**config.mk**
```make
export PLATFORM = sky130hd
export DESIGN_NAME = eco_vec_driver_flat
export DESIGN_NICKNAME = d
export VERILOG_FILES = /design/src/rtl/eco_vec_driver_pkg.sv /design/src/rtl/eco_vec_driver_if.sv /design/src/rtl/eco_vec_driver_nor_ref.sv /design/src/rtl/eco_vec_driver.sv /design/src/flat_wrapper.sv
export SDC_FILE = /design/constraint.sdc
export NUM_CORES = 1
export LEC_CHECK = 0
export ABC_AREA = 1
export ABC_CLOCK_PERIOD_IN_PS = 1300
export CORE_ASPECT_RATIO = 0.6
export CORE_MARGIN = 2
export CORE_UTILIZATION = 45
export DETAILED_ROUTE_END_ITERATION = 8
export HOLD_SLACK_MARGIN = 0.12
export PLACE_DENSITY_LB_ADDON = 0.3
export SYNTH_ARGS = -nofsm -noshare
export SYNTH_HDL_FRONTEND = slang
export SYNTH_SLANG_ARGS = --single-unit
```
**constraint.sdc**
```tcl
create_clock -name clk -period 1.3 [get_ports clk]
set_input_delay 0.26 -clock clk [delete_from_list [all_inputs] [get_ports clk]]
set_output_delay 0.26 -clock clk [all_outputs]
set_load 0.005 [all_outputs]
```
**src/rtl/eco_vec_driver_pkg.sv**
```systemverilog
// Purpose     : shared types, limits and golden function for the ECO NOR vector driver.
// Latency     : n/a (declarations only).
// Backpressure: n/a.
// Contents    : eco_state_e run-state encoding, ECO_SETTLE_MAX, eco_nor_golden().
package eco_pkg;

    typedef enum logic [1:0] {
        ST_IDLE   = 2'd0,
        ST_WAIT   = 2'd1,
        ST_CHECK  = 2'd2,
        ST_FINISH = 2'd3
    } eco_state_e;

    // Longest settle wait supported; the wait counter is sized to hold it.
    localparam int ECO_SETTLE_MAX = 15;
    localparam int ECO_WCNT_W     = 4;

    // Widest operand the golden function handles; callers zero-extend and
    // truncate the result back to their own width.
    localparam int ECO_GOLDEN_W = 32;

    function automatic logic [ECO_GOLDEN_W-1:0] eco_nor_golden(
        input logic [ECO_GOLDEN_W-1:0] a,
        input logic [ECO_GOLDEN_W-1:0] b
    );
        return ~(a | b);
    endfunction

endpackage

```
**src/rtl/eco_vec_driver_if.sv**
```systemverilog
// Purpose     : operand/result bus between the vector driver and the block under test.
// Latency     : none; plain wires.
// Backpressure: none; the block under test is combinational.
// Signals     : a_out, b_out (driver -> block), y_in (block -> driver); master = driver side.
interface eco_vec_driver_if #(
    parameter int WIDTH = 3
);
    logic [WIDTH-1:0] a_out;
    logic [WIDTH-1:0] b_out;
    logic [WIDTH-1:0] y_in;

    modport master (output a_out, output b_out, input y_in);
    modport slave  (input a_out, input b_out, output y_in);
endinterface

```
**src/rtl/eco_vec_driver_nor_ref.sv**
```systemverilog
// Purpose     : combinational golden NOR model, y = ~(a | b).
// Latency     : 0 cycles.
// Backpressure: none.
// Ports       : a, b (WIDTH operands in), y (WIDTH result out).
module eco_nor_ref
    import eco_pkg::*;
#(
    parameter int WIDTH = 3
) (
    input  logic [WIDTH-1:0] a,
    input  logic [WIDTH-1:0] b,
    output logic [WIDTH-1:0] y
);

    assign y = WIDTH'(eco_nor_golden(ECO_GOLDEN_W'(a), ECO_GOLDEN_W'(b)));

endmodule

```
**src/rtl/eco_vec_driver.sv**
```systemverilog
// Purpose     : exhaustive NOR self-check driver; walks all {a,b} vectors and counts mismatches.
// Latency     : done pulses 2^(2*WIDTH)*(SETTLE+1)+1 cycles after the start edge.
// Backpressure: none; start is only sampled in IDLE and ignored while a run is in progress.
// Ports       : clk, rst_n (async active-low), start; bus (master: a_out, b_out, y_in);
//               busy, done, pass, err_cnt[2W:0], first_fail[2W-1:0].
// Config      : ECO_FIRST_FAIL_EN defined keeps the first_fail capture register,
//               otherwise first_fail is tied to zero.
module eco_vec_driver
    import eco_pkg::*;
#(
    parameter int WIDTH  = 3,
    parameter int SETTLE = 1    // 0..ECO_SETTLE_MAX
) (
    input  logic                 clk,
    input  logic                 rst_n,
    input  logic                 start,
    eco_vec_driver_if.master     bus,
    output logic                 busy,
    output logic                 done,
    output logic                 pass,
    output logic [2*WIDTH:0]     err_cnt,
    output logic [2*WIDTH-1:0]   first_fail
);

    localparam int VEC_W = 2 * WIDTH;
    localparam int ERR_W = 2 * WIDTH + 1;

    eco_state_e              state, state_n;
    logic [ECO_WCNT_W-1:0]   wcnt, wcnt_n;
    logic [VEC_W-1:0]        vec, vec_n;
    logic                    run_start;
    logic                    check_en;
    logic                    last_vec;
    logic                    mismatch;
    logic [WIDTH-1:0]        golden;
    logic [ERR_W-1:0]        err_cnt_upd;

    // Operands come straight from the vector register, so they hold steady
    // for the whole vector and keep the last vector after the run.
    assign bus.a_out = vec[VEC_W-1:WIDTH];
    assign bus.b_out = vec[WIDTH-1:0];

    eco_nor_ref #(.WIDTH(WIDTH)) u_ref (
        .a (bus.a_out),
        .b (bus.b_out),
        .y (golden)
    );

    assign mismatch    = check_en && (bus.y_in != golden);
    assign err_cnt_upd = mismatch ? (err_cnt + ERR_W'(1)) : err_cnt;

    always_ff @(posedge clk or negedge rst_n) begin
        if (!rst_n) begin
            state <= ST_IDLE;
            wcnt  <= '0;
            vec   <= '0;
        end else begin
            state <= state_n;
            wcnt  <= wcnt_n;
            vec   <= vec_n;
        end
    end

    always_comb begin
        state_n   = state;
        wcnt_n    = wcnt;
        vec_n     = vec;
        run_start = 1'b0;
        check_en  = 1'b0;
        last_vec  = 1'b0;
        done      = 1'b0;
        case (state)
            ST_IDLE: begin
                if (start) begin
                    run_start = 1'b1;
                    vec_n     = '0;
                    if (SETTLE == 0) begin
                        state_n = ST_CHECK;
                    end else begin
                        state_n = ST_WAIT;
                        wcnt_n  = ECO_WCNT_W'(SETTLE);
                    end
                end
            end
            ST_WAIT: begin
                // Entered with the counter at SETTLE, so exactly SETTLE WAIT cycles.
                wcnt_n = wcnt - ECO_WCNT_W'(1);
                if (wcnt <= ECO_WCNT_W'(1)) begin
                    state_n = ST_CHECK;
                end
            end
            ST_CHECK: begin
                check_en = 1'b1;
                if (&vec) begin
                    last_vec = 1'b1;
                    state_n  = ST_FINISH;
                end else begin
                    vec_n = vec + VEC_W'(1);
                    if (SETTLE == 0) begin
                        state_n = ST_CHECK;
                    end else begin
                        state_n = ST_WAIT;
                        wcnt_n  = ECO_WCNT_W'(SETTLE);
                    end
                end
            end
            ST_FINISH: begin
                done    = 1'b1;
                state_n = ST_IDLE;
            end
            default: state_n = ST_IDLE;
        endcase
    end

    // Result registers. pass is loaded on the edge leaving the last CHECK so it
    // is already valid in the cycle that done is high.
    always_ff @(posedge clk or negedge rst_n) begin
        if (!rst_n) begin
            busy    <= 1'b0;
            pass    <= 1'b0;
            err_cnt <= '0;
        end else begin
            if (run_start) begin
                busy    <= 1'b1;
                pass    <= 1'b0;
                err_cnt <= '0;
            end else begin
                err_cnt <= err_cnt_upd;
                if (last_vec) begin
                    busy <= 1'b0;
                    pass <= (err_cnt_upd == '0);
                end
            end
        end
    end

`ifdef ECO_FIRST_FAIL_EN
    logic [VEC_W-1:0] first_fail_q;

    // err_cnt still zero means this is the first mismatch of the run.
    always_ff @(posedge clk or negedge rst_n) begin
        if (!rst_n) begin
            first_fail_q <= '0;
        end else if (run_start) begin
            first_fail_q <= '0;
        end else if (mismatch && (err_cnt == '0)) begin
            first_fail_q <= vec;
        end
    end

    assign first_fail = first_fail_q;
`else
    assign first_fail = '0;
`endif

endmodule

```
**src/flat_wrapper.sv**
```systemverilog
// flat-port wrapper written by rule: the top's interface ports become plain ports
module eco_vec_driver_flat import eco_pkg::*;
#(
    parameter int WIDTH  = 3,
    parameter int SETTLE = 1                        
)
  (clk, rst_n, start, busy, done, pass, err_cnt, first_fail, bus_a_out, bus_b_out, bus_y_in);
  eco_vec_driver_if #(.WIDTH(WIDTH)) bus_i ();
  input  logic clk;
  input  logic rst_n;
  input  logic start;
  output logic busy;
  output logic done;
  output logic pass;
  output logic [2*WIDTH:0] err_cnt;
  output logic [2*WIDTH-1:0] first_fail;
  output wire logic [$bits(bus_i.a_out)-1:0] bus_a_out;
  output wire logic [$bits(bus_i.b_out)-1:0] bus_b_out;
  input wire logic [$bits(bus_i.y_in)-1:0] bus_y_in;
  assign bus_a_out = bus_i.a_out;
  assign bus_b_out = bus_i.b_out;
  assign bus_i.y_in = bus_y_in;
  eco_vec_driver #(.WIDTH(WIDTH), .SETTLE(SETTLE)) u_core (.clk(clk), .rst_n(rst_n), .start(start), .bus(bus_i), .busy(busy), .done(done), .pass(pass), .err_cnt(err_cnt), .first_fail(first_fail));
endmodule
```
Yosys cells after proc, flatten, opt, wreduce, memory -nomap -nowiden
Index checks and enable logic that the tools add are counted.
- register bits after elaboration: 21
- bits of input ports: 6
- output and inout port bits: 22
- word-level logic and storage cells: 51
- $add $sub $neg: 3
- magnitude comparators: 1
- eq/ne operators: 7
- mux-type cells: 22
- bitwise logic cells: 2
- reductions and logical operators: 10
- operators by type and width (operator ; count):
    $mux W7 ; 2
    $mux W6 ; 2
    $pmux W4 S3 ; 1
    $pmux W6 S2 ; 1
    $mux W1 ; 10
    $mux W4 ; 2
    $pmux W2 S4 ; 1
    $add A7 B1 Y7 const B ; 1
    $logic_not A7 Y1 ; 1
    $add A6 B1 Y6 const B ; 1
    $mux W2 ; 3
    $reduce_and A3 Y1 ; 2
    $reduce_and A6 Y1 ; 1
    $eq A2 B2 Y1 const B ; 2
    $le A4 B1 Y1 const B ; 1
    $ne A2 B2 Y1 const B ; 2
    $reduce_bool A2 Y1 ; 2
    $sub A4 B1 Y4 const B ; 1
    $ne A3 B3 Y1 ; 1
    $not A3 Y3 ; 1
    $or A3 B3 Y3 ; 1
    $reduce_bool A3 Y1 ; 1
    $eq A2 B1 Y1 const B ; 1
    $logic_not A2 Y1 ; 1
    3 further kinds ; 3

Depth between registers and ports, before layout
- depth after elaboration: 8
- mapped depth: 11
- gate-level depth less buffers: 11

Modules after synthesis
From an unflattened synthesis, not the netlist that was laid out.
- cells, all modules: 168
- area total of the unflattened synthesis: 1276.2 µm²
- modules (own cells, without submodules) (module ; instances ; cells an instance ; area each (µm²) ; sequential area each (µm²)):
    eco_vec_driver ; 1 ; 165 ; 1265.0 ; 525.5
    eco_nor_ref ; 1 ; 3 ; 11.3 ; 0.0

Least setup slack after synthesis
Ideal clock, no wire load.
- kind: register to register
- start point: reg u_core.vec[0]
- end point: reg u_core.vec[5]
- setup time: 128 ps
- arrival: 1254 ps
- data required time: 1172 ps
- setup slack: -82 ps
- stages on the path, launching flop included: 10
- buffers on the path: 0
- period minus slack after synthesis: 1382 ps
- cells stage by stage: dfrtp_1 > ha_1 > inv_1 > nor3_4 > nand2_4 > nand3_4 > inv_4 > nand2_4 > o21ai_2 > a22oi_2
- word-level cells in the longest chain between the ends: 3
- elaborated cells on any way between the ends: 6
- those cells by class: add/sub (1); eq/ne (1); mux (2); reduce/logical (2)
- ends and longest elaborated chain (element ; RTL line ; text):
    start: declaration ; eco_vec_driver.sv:30 ; logic [VEC_W-1:0] vec, vec_n;
    start signal: assignment ; eco_vec_driver.sv:60 ; vec <= vec_n;
    $add A6 B1 Y6 or $reduce_and A6 Y1 (tied branches) ; eco_vec_driver.sv:98, eco_vec_driver.sv:94 ;
    $mux W6 or $ne A2 B2 Y1 (tied branches) ; -- ;
    $pmux W6 S2 or $reduce_and A3 Y1 (tied branches) ; -- ;
Parallel ways exist; a longest one is shown, timed or not. The select of a mux whose other input is x is not followed.
A chain may end at the register's enable or synchronous reset.

Worst setup path after layout
- start point: reg u_core.vec[4]
- end point: reg u_core.err_cnt[1]
- word-level cells in the longest chain between the ends: 6
- ends and longest elaborated chain (element ; RTL line ; text):
    $or A3 B3 Y3 ; eco_vec_driver_pkg.sv:26 ; return ~(a | b);
    $not A3 Y3 ; eco_vec_driver_pkg.sv:26 ;
    $ne A3 B3 Y1 ; eco_vec_driver.sv:49 ; assign mismatch = check_en && (bus.y_in != golden);
    $logic_and A1 B1 Y1 ; eco_vec_driver.sv:49 ;
    $mux W7 ; eco_vec_driver.sv:50 ; assign err_cnt_upd = mismatch ? (err_cnt + ERR_W'(1)) : err_cnt;
    $mux W7 ; eco_vec_driver.sv:123 ; if (run_start) begin
    end signal: assignment ; eco_vec_driver.sv:128 ; err_cnt <= err_cnt_upd;
    end: declaration ; eco_vec_driver.sv:21 ; output logic [2*WIDTH:0] err_cnt,
Every way passes these cells.

==> results.md <==
* Crit end category: flop
* Final setup TNS at -2520 ps
* # rows at 15
* RSZ-0062 raised after global routing: true
* Worst Path Max Fanout at 5
* I/O pins at 28
* Max-slew violation count at 0
* CTS Root Cell: clkbuf_8
* Peak supply drop at 0.00111 V
* Worst-path clk slew at 80 ps
* Cell Area, Synth at 0.00130 sq mm
* Largest net degree at the start of global routing at 22
* Inst Count DP at 246
* Cell taking the most area after synthesis: dfrtp_1
* GPL Wtd Cong at 0.764
* Failing checks: negative setup slack
* Top cells by area, synth: dfrtp_1, nand2_1, inv_1
* Per-cell routed wire length at 13.9 um
* Worst hold path class: primary input to async pin
* Tcrit/Tclk final at 118%
* Synth Warn # at 0
* Yosys reg bits at 21
* Routed Antenna Nets at 0
* Via count at 1372
* ANT cells at 0
* Total CTS buffers at 3
* Buffers & Inverters on Critical Path at 3
* Leakage power at 0.00112 uW
* Cts hold-fix bufs at 0
* Clock Sinks at 21
* Remaining global-route overflow at 0
* Slowest CP cell: dfrtp_2
* Simple-gate share of the synthesized area at 29.2%
* CP Launch Type: flop
* Cell Pwr Density at 1810 mW/mm^2
* H-Tree Depth at 1
* Initial drt markers at 88
* First-pass GRT wire length at 5730 um
* CP arrival at 1740 ps
* Layout area overhead at 65.5%
* Post-synth top cells: nand2_1, dfrtp_1, inv_1, nor2_1, nand3_1
* CP peak stage delay at 440 ps
* Die width at 73.3 um
* Multiplexer area fraction after synthesis at 0%
* Sequential-to-total area share from yosys stat at 40.5%
* CTS tree: built
* XOR/XNOR share of the synthesized area at 3.38%
* Worst-Skew Late Latency at 270 ps
* DR DRC count at 0
* Floorplan core area at 0.00280 sq mm
* Count leader, synth: nand2_1
* Die Span Y at 45.6 um
* Compound-Gate Fraction of Synth Area at 11.2%
* Post-synthesis cell type count at 28
* Post-Layout Cell Count at 273
* CP Cell Sequence: buf_6 > o21bai_4 > nand2_2 > nand3_4 > nand2_4 > nand2_2 > nand2_2 > buf_4 > buf_6 > nor2_4
* DP Worst Slack at -429 ps
* Die area at 0.00334 sq mm
* Reg2Reg Depth at 10
* Antenna violations before repair at 0
* Vias in the first global route at 1271
* Max Fclk at 652 MHz
* Worst path required time at 1510 ps
* Total routed wirelength at 3790 um
* Crit path time final at 1530 ps
* Initial Util at 46.4%
* Port Buf Inserts at 21
* Fin. Hold Viols at 0
* Via density per instance at 5.03
* Most used cell, CP: nand2_2
* Skew final at 3.35 ps
* Clock buffer depth at 2
* Layout cells sized above 1 at 50.6%
* Crit path depth at 10
* Max-Cap Viols at 0
* Detailed Place HPWL at 2410 um
* Largest family of logic cells by synthesized area: simple AND/OR/NAND/NOR gates
* EDFF count, synth at 0
* Synth async-reset ratio at 100%
* Total Routing Usage GR at 23.0%
* Top FF cell, synth: dfrtp_1
* Drt first pass iters at 4
* Pwr Total at 3890 uW
* Outcome: finished with violations
* Avg Inst Size Synth at 7.95 sq um
* Adder-Cell Fraction of Synth Area at 3.86%
* Finish-stage setup viols at 19
* Core Util, Final at 76.7%
* Kind of critical path: flop to flop
* Setup WS post-layout at -235 ps
* Cell count after synthesis at 163
* Post-synth top area share at 40.5%
* Layout net count at 250
* Delay-heaviest family, CP: simple AND/OR/NAND/NOR gates
-- worst register-to-register path: cells and delay by family (launching register included) --
kind / cells / cell delay [ps]
AND/OR/NAND/NOR: 6 / 540
AO/OA/AOI/OAI: 1 / 120
buffers and inverters: 3 / 380
flip-flops: 1 / 440
-- per-layer routing --
layer | up-vias | part of all wire (%) | track usage [%] | routed length, um
li1 | 668 | - | - | -
met1 | 653 | 46 | 31.6 | 1750
met2 | 43 | 46 | 37.3 | 1730
met3 | 8 | 6.0 | 5.31 | 226
met4 | 0 | 2.0 | 5.45 | 74
met5 | - | 0 | 0 | 0
-- stage by stage --
step | cell area, sq um | hold WS (ps)
after floorplan | 1320 | -35.6
after global placement | 1740 | 463
after detailed placement | 1740 | 464
after CTS | 1970 | 339
after global routing | 2150 | 357
final | 2150 | 330
-- power by group --
| part | switching (uW) | internal [uW] |
|---|---|---|
| logic | 1240 | 1180 |
| clock network | 232 | 219 |
| registers | 184 | 842 |
-- flip-flops by register name, indices dropped and copies added (netlist names) --
signal,flops
u_core.err_cnt,7
u_core.vec,6
u_core.wcnt,4
u_core.state,2
u_core.busy,1
u_core.pass,1
-- final cells by class --
cell class,count,area (sq um)
inverters,27,104
repair buffers,72,596
flip-flops and latches,21,531
clock buffers,4,45.0
fillers,180,651
well taps,34,42.5
multi-input cells,115,828
-- path summary, 6_finish.rpt --
| kind | start | to | slack [ps] |
|---|---|---|---|
| worst min register to register | u_core.busy | u_core.busy | 490 |
| min in group clk | u_core.busy | u_core.busy | 490 |
| worst max register to register | u_core.vec[4] | u_core.err_cnt[1] | -230 |
| worst max-delay path | u_core.vec[4] | u_core.err_cnt[1] | -230 |
| worst min-delay path | rst_n | u_core.vec[1] | 330 |
| max in group asynchronous | rst_n | u_core.vec[0] | 720 |
-- cells by family (layout without fill, tap and decap cells) --
logic type	count (synthesis)	count (layout)
DFF	21	21
AOI/OAI and AO/OA	24	24
buffers and inverters	33	103
xor gates and xnor gates	5	5
other	1	6
and+or+nand+nor	75	76
adders and majority gates	4	4
-- layout by cell type (no fill, tap or decap), types with 8 or more instances in the layout --
| cell | synthesis | routed |
|---|---|---|
| buf_4 | 6 | 44 |
| nand2_1 | 35 | 23 |
| inv_1 | 21 | 17 |
| dfrtp_1 | 21 | 17 |
| nand2_2 | 2 | 12 |
| buf_6 | 0 | 10 |
| dlygate4sd2_1 | 0 | 10 |
| inv_2 | 4 | 8 |
| nand3_1 | 12 | 8 |
-- timing repair --
item / CTS / global route
resized for setup: 49 / 43
pin swaps: 9 / 18
gates cloned: 1 / 0
setup endpoints to repair: 34 / 25
buffers inserted: 16 / 6
No activity file was read; power rests on OpenSTA's default activity.
